===== src/rtl/hazard_ctrl_pkg.sv =====
// Shared types and constants for the pipeline sequencing controller.
package hazard_ctrl_pkg;

   localparam int unsigned STATE_W     = 2;
   localparam int unsigned REG_ADDR_W  = 5;
   localparam int unsigned FLUSH_CNT_W = 4;

   localparam logic [31:0]           NOP_INSTR = 32'h0;
   localparam logic [REG_ADDR_W-1:0] REG_ZERO  = 5'd0;

   typedef enum logic [STATE_W-1:0] {
      ST_FLUSH    = 2'd0,
      ST_RUN      = 2'd1,
      ST_MEM_WAIT = 2'd2
   } state_e;

endpackage


===== src/rtl/sat_counter.sv =====
// Saturating up-counter with synchronous clear; clear wins over increment.
module sat_counter #(
   parameter int unsigned W = 16
) (
   input  logic         clk_i,
   input  logic         rst_n_i,
   input  logic         inc_i,
   input  logic         clr_i,
   output logic [W-1:0] cnt_o
);

   always_ff @(posedge clk_i or negedge rst_n_i) begin
      if (!rst_n_i) begin
         cnt_o <= '0;
      end else if (clr_i) begin
         cnt_o <= '0;
      end else if (inc_i && (cnt_o != {W{1'b1}})) begin
         cnt_o <= cnt_o + W'(1);
      end
   end

endmodule


===== src/rtl/hazard_ctrl.sv =====
// Five-stage pipeline sequencing: post-reset flush, load-use stall,
// branch flush and data-memory wait freeze, plus perf counters.
module hazard_ctrl
   import hazard_ctrl_pkg::*;
#(
   parameter int unsigned FLUSH_CYCLES = 4,
   parameter int unsigned CNT_W        = 16
) (
   input  logic                  clk_i,
   input  logic                  rst_n_i,
   input  logic [REG_ADDR_W-1:0] id_rs_addr_i,
   input  logic [REG_ADDR_W-1:0] id_rt_addr_i,
   input  logic                  id_uses_rt_i,
   input  logic                  ex_mem_read_i,
   input  logic [REG_ADDR_W-1:0] ex_rt_addr_i,
   input  logic                  branch_taken_i,
   input  logic                  mem_access_i,
   input  logic                  mem_ack_i,
   input  logic                  cnt_clr_i,
   output logic                  pc_write_o,
   output logic                  if_id_write_o,
   output logic                  if_id_flush_o,
   output logic                  id_ex_bubble_o,
   output logic                  pipe_freeze_o,
   output logic [STATE_W-1:0]    state_o,
   output logic [CNT_W-1:0]      stall_cnt_o,
   output logic [CNT_W-1:0]      flush_cnt_o
);

   state_e                 state_q, state_d;
   logic [FLUSH_CNT_W-1:0] flush_left_q;
   logic                   load_use;
   logic                   mem_wait;
   logic                   stall_inc;
   logic                   flush_inc;

   // ID instruction needs a register that the load in EX has not yet produced
   assign load_use = ex_mem_read_i && (ex_rt_addr_i != REG_ZERO) &&
                     ((ex_rt_addr_i == id_rs_addr_i) ||
                      (id_uses_rt_i && (ex_rt_addr_i == id_rt_addr_i)));

   always_ff @(posedge clk_i or negedge rst_n_i) begin
      if (!rst_n_i) begin
         state_q <= ST_FLUSH;
      end else begin
         state_q <= state_d;
      end
   end

   // Flush down-counter is re-armed whenever we are outside FLUSH
   always_ff @(posedge clk_i or negedge rst_n_i) begin
      if (!rst_n_i) begin
         flush_left_q <= FLUSH_CNT_W'(FLUSH_CYCLES);
      end else if (state_q == ST_FLUSH) begin
         flush_left_q <= flush_left_q - FLUSH_CNT_W'(1);
      end else begin
         flush_left_q <= FLUSH_CNT_W'(FLUSH_CYCLES);
      end
   end

   always_comb begin
      state_d        = state_q;
      pc_write_o     = 1'b0;
      if_id_write_o  = 1'b0;
      if_id_flush_o  = 1'b0;
      id_ex_bubble_o = 1'b0;
      pipe_freeze_o  = 1'b0;
      mem_wait       = 1'b0;
      stall_inc      = 1'b0;
      flush_inc      = 1'b0;

      case (state_q)
         ST_FLUSH: begin
            if_id_flush_o  = 1'b1;
            id_ex_bubble_o = 1'b1;
            if (flush_left_q <= FLUSH_CNT_W'(1)) begin
               state_d = ST_RUN;
            end
         end
         ST_RUN, ST_MEM_WAIT: begin
            // Once waiting, only the ack matters; the access is still in EX/MEM
            mem_wait = (state_q == ST_RUN) ? (mem_access_i && !mem_ack_i) : !mem_ack_i;
            if (mem_wait) begin
               pipe_freeze_o = 1'b1;
               state_d       = ST_MEM_WAIT;
            end else begin
               state_d = ST_RUN;
               if (load_use) begin
                  id_ex_bubble_o = 1'b1;
               end else if (branch_taken_i) begin
                  pc_write_o    = 1'b1;
                  if_id_write_o = 1'b1;
                  if_id_flush_o = 1'b1;
                  flush_inc     = 1'b1;
               end else begin
                  pc_write_o    = 1'b1;
                  if_id_write_o = 1'b1;
               end
            end
            stall_inc = !pc_write_o;
         end
         default: begin
            if_id_flush_o  = 1'b1;
            id_ex_bubble_o = 1'b1;
            state_d        = ST_FLUSH;
         end
      endcase
   end

   assign state_o = state_q;

   sat_counter #(.W(CNT_W)) u_stall_cnt (
      .clk_i   (clk_i),
      .rst_n_i (rst_n_i),
      .inc_i   (stall_inc),
      .clr_i   (cnt_clr_i),
      .cnt_o   (stall_cnt_o)
   );

   sat_counter #(.W(CNT_W)) u_flush_cnt (
      .clk_i   (clk_i),
      .rst_n_i (rst_n_i),
      .inc_i   (flush_inc),
      .clr_i   (cnt_clr_i),
      .cnt_o   (flush_cnt_o)
   );

endmodule

===== config.mk =====
export PLATFORM = sky130hd
export DESIGN_NAME = hazard_ctrl
export DESIGN_NICKNAME = d
export VERILOG_FILES = /design/src/rtl/hazard_ctrl_pkg.sv /design/src/rtl/sat_counter.sv /design/src/rtl/hazard_ctrl.sv
export SDC_FILE = /design/constraint.sdc
export NUM_CORES = 1
export LEC_CHECK = 0
export CAP_MARGIN = 15
export CORE_MARGIN = 5
export CORE_UTILIZATION = 52
export DETAILED_ROUTE_END_ITERATION = 10
export DONT_BUFFER_PORTS = 1
export PLACE_DENSITY = 0.67
export SETUP_SLACK_MARGIN = 0.1
export SLEW_MARGIN = 25
export SYNTH_ARGS = -nofsm -noshare
export SYNTH_HDL_FRONTEND = slang
export SYNTH_SLANG_ARGS = --single-unit

===== constraint.sdc =====
create_clock -name clk_i -period 2.3 [get_ports clk_i]
set_input_delay 0.345 -clock clk_i [delete_from_list [all_inputs] [get_ports clk_i]]
set_output_delay 0.345 -clock clk_i [all_outputs]
set_load 0.005 [all_outputs]

==> results.sh <==
export IMPL_p_comb_share_pct=36.4
export IMPL_grt_pass1_vias=1881
export IMPL_clock_latency_ps=280
export IMPL_core_area_mm2=0.004264
export IMPL_cts_sinks=38
export IMPL_synth_edff_count=0
export IMPL_drc_errors=0
export IMPL_slew_viol_final=0
export IMPL_antenna_left=0
export IMPL_setup_tns_ps=0
export IMPL_clock_skew_ps=5.006
export IMPL_yosys_area_top_type="dfrtp_1"
export IMPL_status="finished clean"
export IMPL_netSwitchingFraction_pct=33.57
export IMPL_max_cap_viol_count=0
export IMPL_hold_violations=0
export IMPL_layout_min_cycle_time_ps=2105
export IMPL_hpwl_mm=3.822
export IMPL_cp_slowest_cell="or4_4"
export IMPL_min_path_type="input port to flop"
export IMPL_power_share_clock_pct=23.6
export IMPL_endpoint_kind="flop"
export IMPL_die_area_mm2=0.005734
export IMPL_vias_per_cell=6.094
export IMPL_critPathMaxStageDelay_ps=530
export IMPL_ff2ff_path_depth=7
export IMPL_holdPathEnd="u_flush_cnt.cnt_o[14]$_DFFE_PN0P_"
export IMPL_numCtsBuffers=5
export IMPL_io_pins=62
export IMPL_yosysWarnings=0
export IMPL_ys_seq_area_share_pct=42.40
export IMPL_critPathMaxFanout=8
export IMPL_synth_top_area_share_pct=41.23
export IMPL_worst_slack_ps=194.8
export IMPL_synth_area_top_cells="dfrtp_1, a21oi_1, or3_1"
export IMPL_fp_dieH_um=75.72
export IMPL_syn2layout_area_growth_pct=14.87
export IMPL_crit_type="flop to flop"
export IMPL_antenna_cells=0
export IMPL_io_buffers=0
export IMPL_grt_max_degree=39
export IMPL_finalSetupViolCount=0
export IMPL_synth_flop_cell="dfrtp_1"
export IMPL_antenna_found_initial=0
export IMPL_crit_required_ps=2510
export IMPL_ys_top_cells_by_count="dfrtp_1, a21oi_1, nor2_1"
export IMPL_seqPwrFrac_pct=40.0
export IMPL_rsz0062_at_grt="no"
export IMPL_max_freq_mhz=475.0
export IMPL_clockBufferDepth=2
export IMPL_tightest_slew_ps=445.9
export IMPL_peakVddDrop_mv=0.3878
export IMPL_num_rows=24
export IMPL_clk_pin_slew_ps=70
export IMPL_wl_per_cell_um=16.72
export IMPL_postSynthCellCount=249
export IMPL_tritoncts="built"
export IMPL_slew_headroom_pct=70.02
export IMPL_p_leak_nw=1.029
export IMPL_whs_ps=112.9
export IMPL_yosysUniqueCellTypes=40
export IMPL_ys_seq_elements=38
export IMPL_hp_start="cnt_clr_i"
export IMPL_fin_crit_sh_pct=91.53
export IMPL_p_per_area_mw_per_mm2=759.1
export IMPL_synth_nets=279
export IMPL_crit_arrival_ps=2310
export IMPL_grt_ovfl_total=0
export IMPL_r2r_start="state_o[0]$_DFFE_PN0P_"
export IMPL_cts_root_buf="clkbuf_8"
export IMPL_p_total_mw=1.959
export IMPL_nets=296
export IMPL_yosysMostFrequentCell="dfrtp_1"
export IMPL_layout_drive_gt1_share_pct=18.35
export IMPL_routed_via_count=1944
export IMPL_place_congestion=0.7917
export IMPL_die_x_um=75.72
export IMPL_p_int_mw=1.301
export IMPL_wirelength_mm=5.333
export IMPL_cts_htree_levels=2
export IMPL_synthArstFlopShare_pct=100.0
export IMPL_power_switching_uw=657.4
export IMPL_pre_cts_ws_ps=84.73
export IMPL_syn_cell_area_mm2=0.002246
export IMPL_start_kind="flop"
export IMPL_hold_depth=1
export IMPL_grt_pass1_wl_mm=8.687
export IMPL_post_route_util_pct=60.50
export IMPL_start_util_pct=52.67
export IMPL_r2r_slack_ps=190
export IMPL_post_synth_cell_area_avg_um2=9.020
export IMPL_critical_path_reg2reg_endpoint="u_stall_cnt.cnt_o[15]$_DFFE_PN0P_"
export IMPL_drtIter0Drc=122
export IMPL_path_cells="inv_1, ha_4, o41ai_2, or2_2, o22a_4, or4_4, a21oi_2"
export IMPL_dr_pass1_iters=4
export IMPL_grt_util_all_layers_pct=19.64
## area by class of cell
type / count / area, um2
clock buffer: 7 / 86.33
clock inverter: 1 / 5.005
fill: 413 / 1684
inverter: 9 / 33.78
multi-input combinational: 193 / 1264
sequential: 38 / 952.2
tap: 52 / 65.06
timing repair buffer: 19 / 173.9
## cell families (layout without fill, tap and decap cells)
logic type               Yosys count  in the layout  share of synthesized area (%)
AND/OR/NAND/NOR                  103            103                          24.35
AO/OA/AOI/OAI                     63             63                          17.49
flip-flops                        38             38                          42.40
buffers and inverters             18             36                          3.621
XOR/XNOR                          15             15                          5.850
adder cells (fa/ha/maj)            7              7                          3.900
multiplexers                       5              5                          2.395
## timing repair
item | in CTS | in global routing
pin swaps | 1 | 3
hold buffers | 2 | 0
hold endpoints to repair | 38 | 0
setup buffers | 1 | 1
gates resized for setup | 1 | 12
setup endpoints to repair | 7 | 27
## stage by stage
stage / std cells / cell area [um2]
CTS: 318 / 2520
floorplan: 249 / 2246
global route: 319 / 2580
finish: 319 / 2580
detailed placement: 307 / 2389
global placement: 307 / 2389
## how the worst max path moves through the flow
| stage | to | startpoint | slack, ps |
|---|---|---|---|
| final | u_stall_cnt.cnt_o[15]$_DFFE_PN0P_ | state_o[0]$_DFFE_PN0P_ | 190 |
| after global routing | u_flush_cnt.cnt_o[14]$_DFFE_PN0P_ | state_o[1]$_DFFE_PN0P_ | 60 |
| after CTS | u_stall_cnt.cnt_o[9]$_DFFE_PN0P_ | state_o[0]$_DFFE_PN0P_ | 140 |
| after detailed placement | u_stall_cnt.cnt_o[9]$_DFFE_PN0P_ | state_o[0]$_DFFE_PN0P_ | 80 |
| after global placement | u_stall_cnt.cnt_o[15]$_DFFE_PN0P_ | state_o[0]$_DFFE_PN0P_ | 150 |
| after floorplan | u_stall_cnt.cnt_o[6]$_DFFE_PN0P_ | state_o[0]$_DFFE_PN0P_ | 180 |
## power by group through the flow
stage | Sequential (mW) | Combinational [mW] | Clock (mW)
2_1_floorplan | 0.806 | 0.441 | 0
3_3_place_gp | 0.792 | 0.610 | 0
3_5_place_dp | 0.795 | 0.622 | 0
4_1_cts | 0.782 | 0.656 | 0.482
5_1_grt | 0.793 | 0.811 | 0.505
6_report | 0.783 | 0.713 | 0.463
## sequential cells by signal, indices dropped and copies added, names as in the netlist
signal,count
u_flush_cnt.cnt_o,16
u_stall_cnt.cnt_o,16
state_o,2
flush_left_q,4
## critical path: cells and delay by family, from the launching register on
family                   cells  cell delay, ps
AO/OA/AOI/OAI                3             470
adder cells (fa/ha/maj)      1             290
buffers and inverters        1              90
flip-flops                   1             370
AND/OR/NAND/NOR              2             820
## per-layer routing
layer  GRT usage, %  vias up  part of all wire [%]
li1               -      940                     -
met1          24.63      944                    42
met2          32.21       55                    48
met3          6.860        5                   9.4
met4          5.437        0                  0.92
met5              0        -                     0
## layout by cell type (no fill, tap or decap), types with 4 or more instances in the layout
| master | count |
|---|---|
| ha_1 | 5 |
| buf_4 | 15 |
| a21oi_1 | 21 |
| or4_1 | 4 |
| dfrtp_1 | 37 |
| clkbuf_8 | 6 |
| nand3_1 | 13 |
| nor3_1 | 5 |
| nor2_1 | 22 |
| and3_1 | 4 |
| o21ai_0 | 20 |
| nand4_1 | 7 |
| inv_1 | 8 |
| or3_1 | 18 |
| nand2_1 | 16 |
| xor2_1 | 12 |
| o31ai_1 | 7 |
Power figures use the tool's default switching activity.
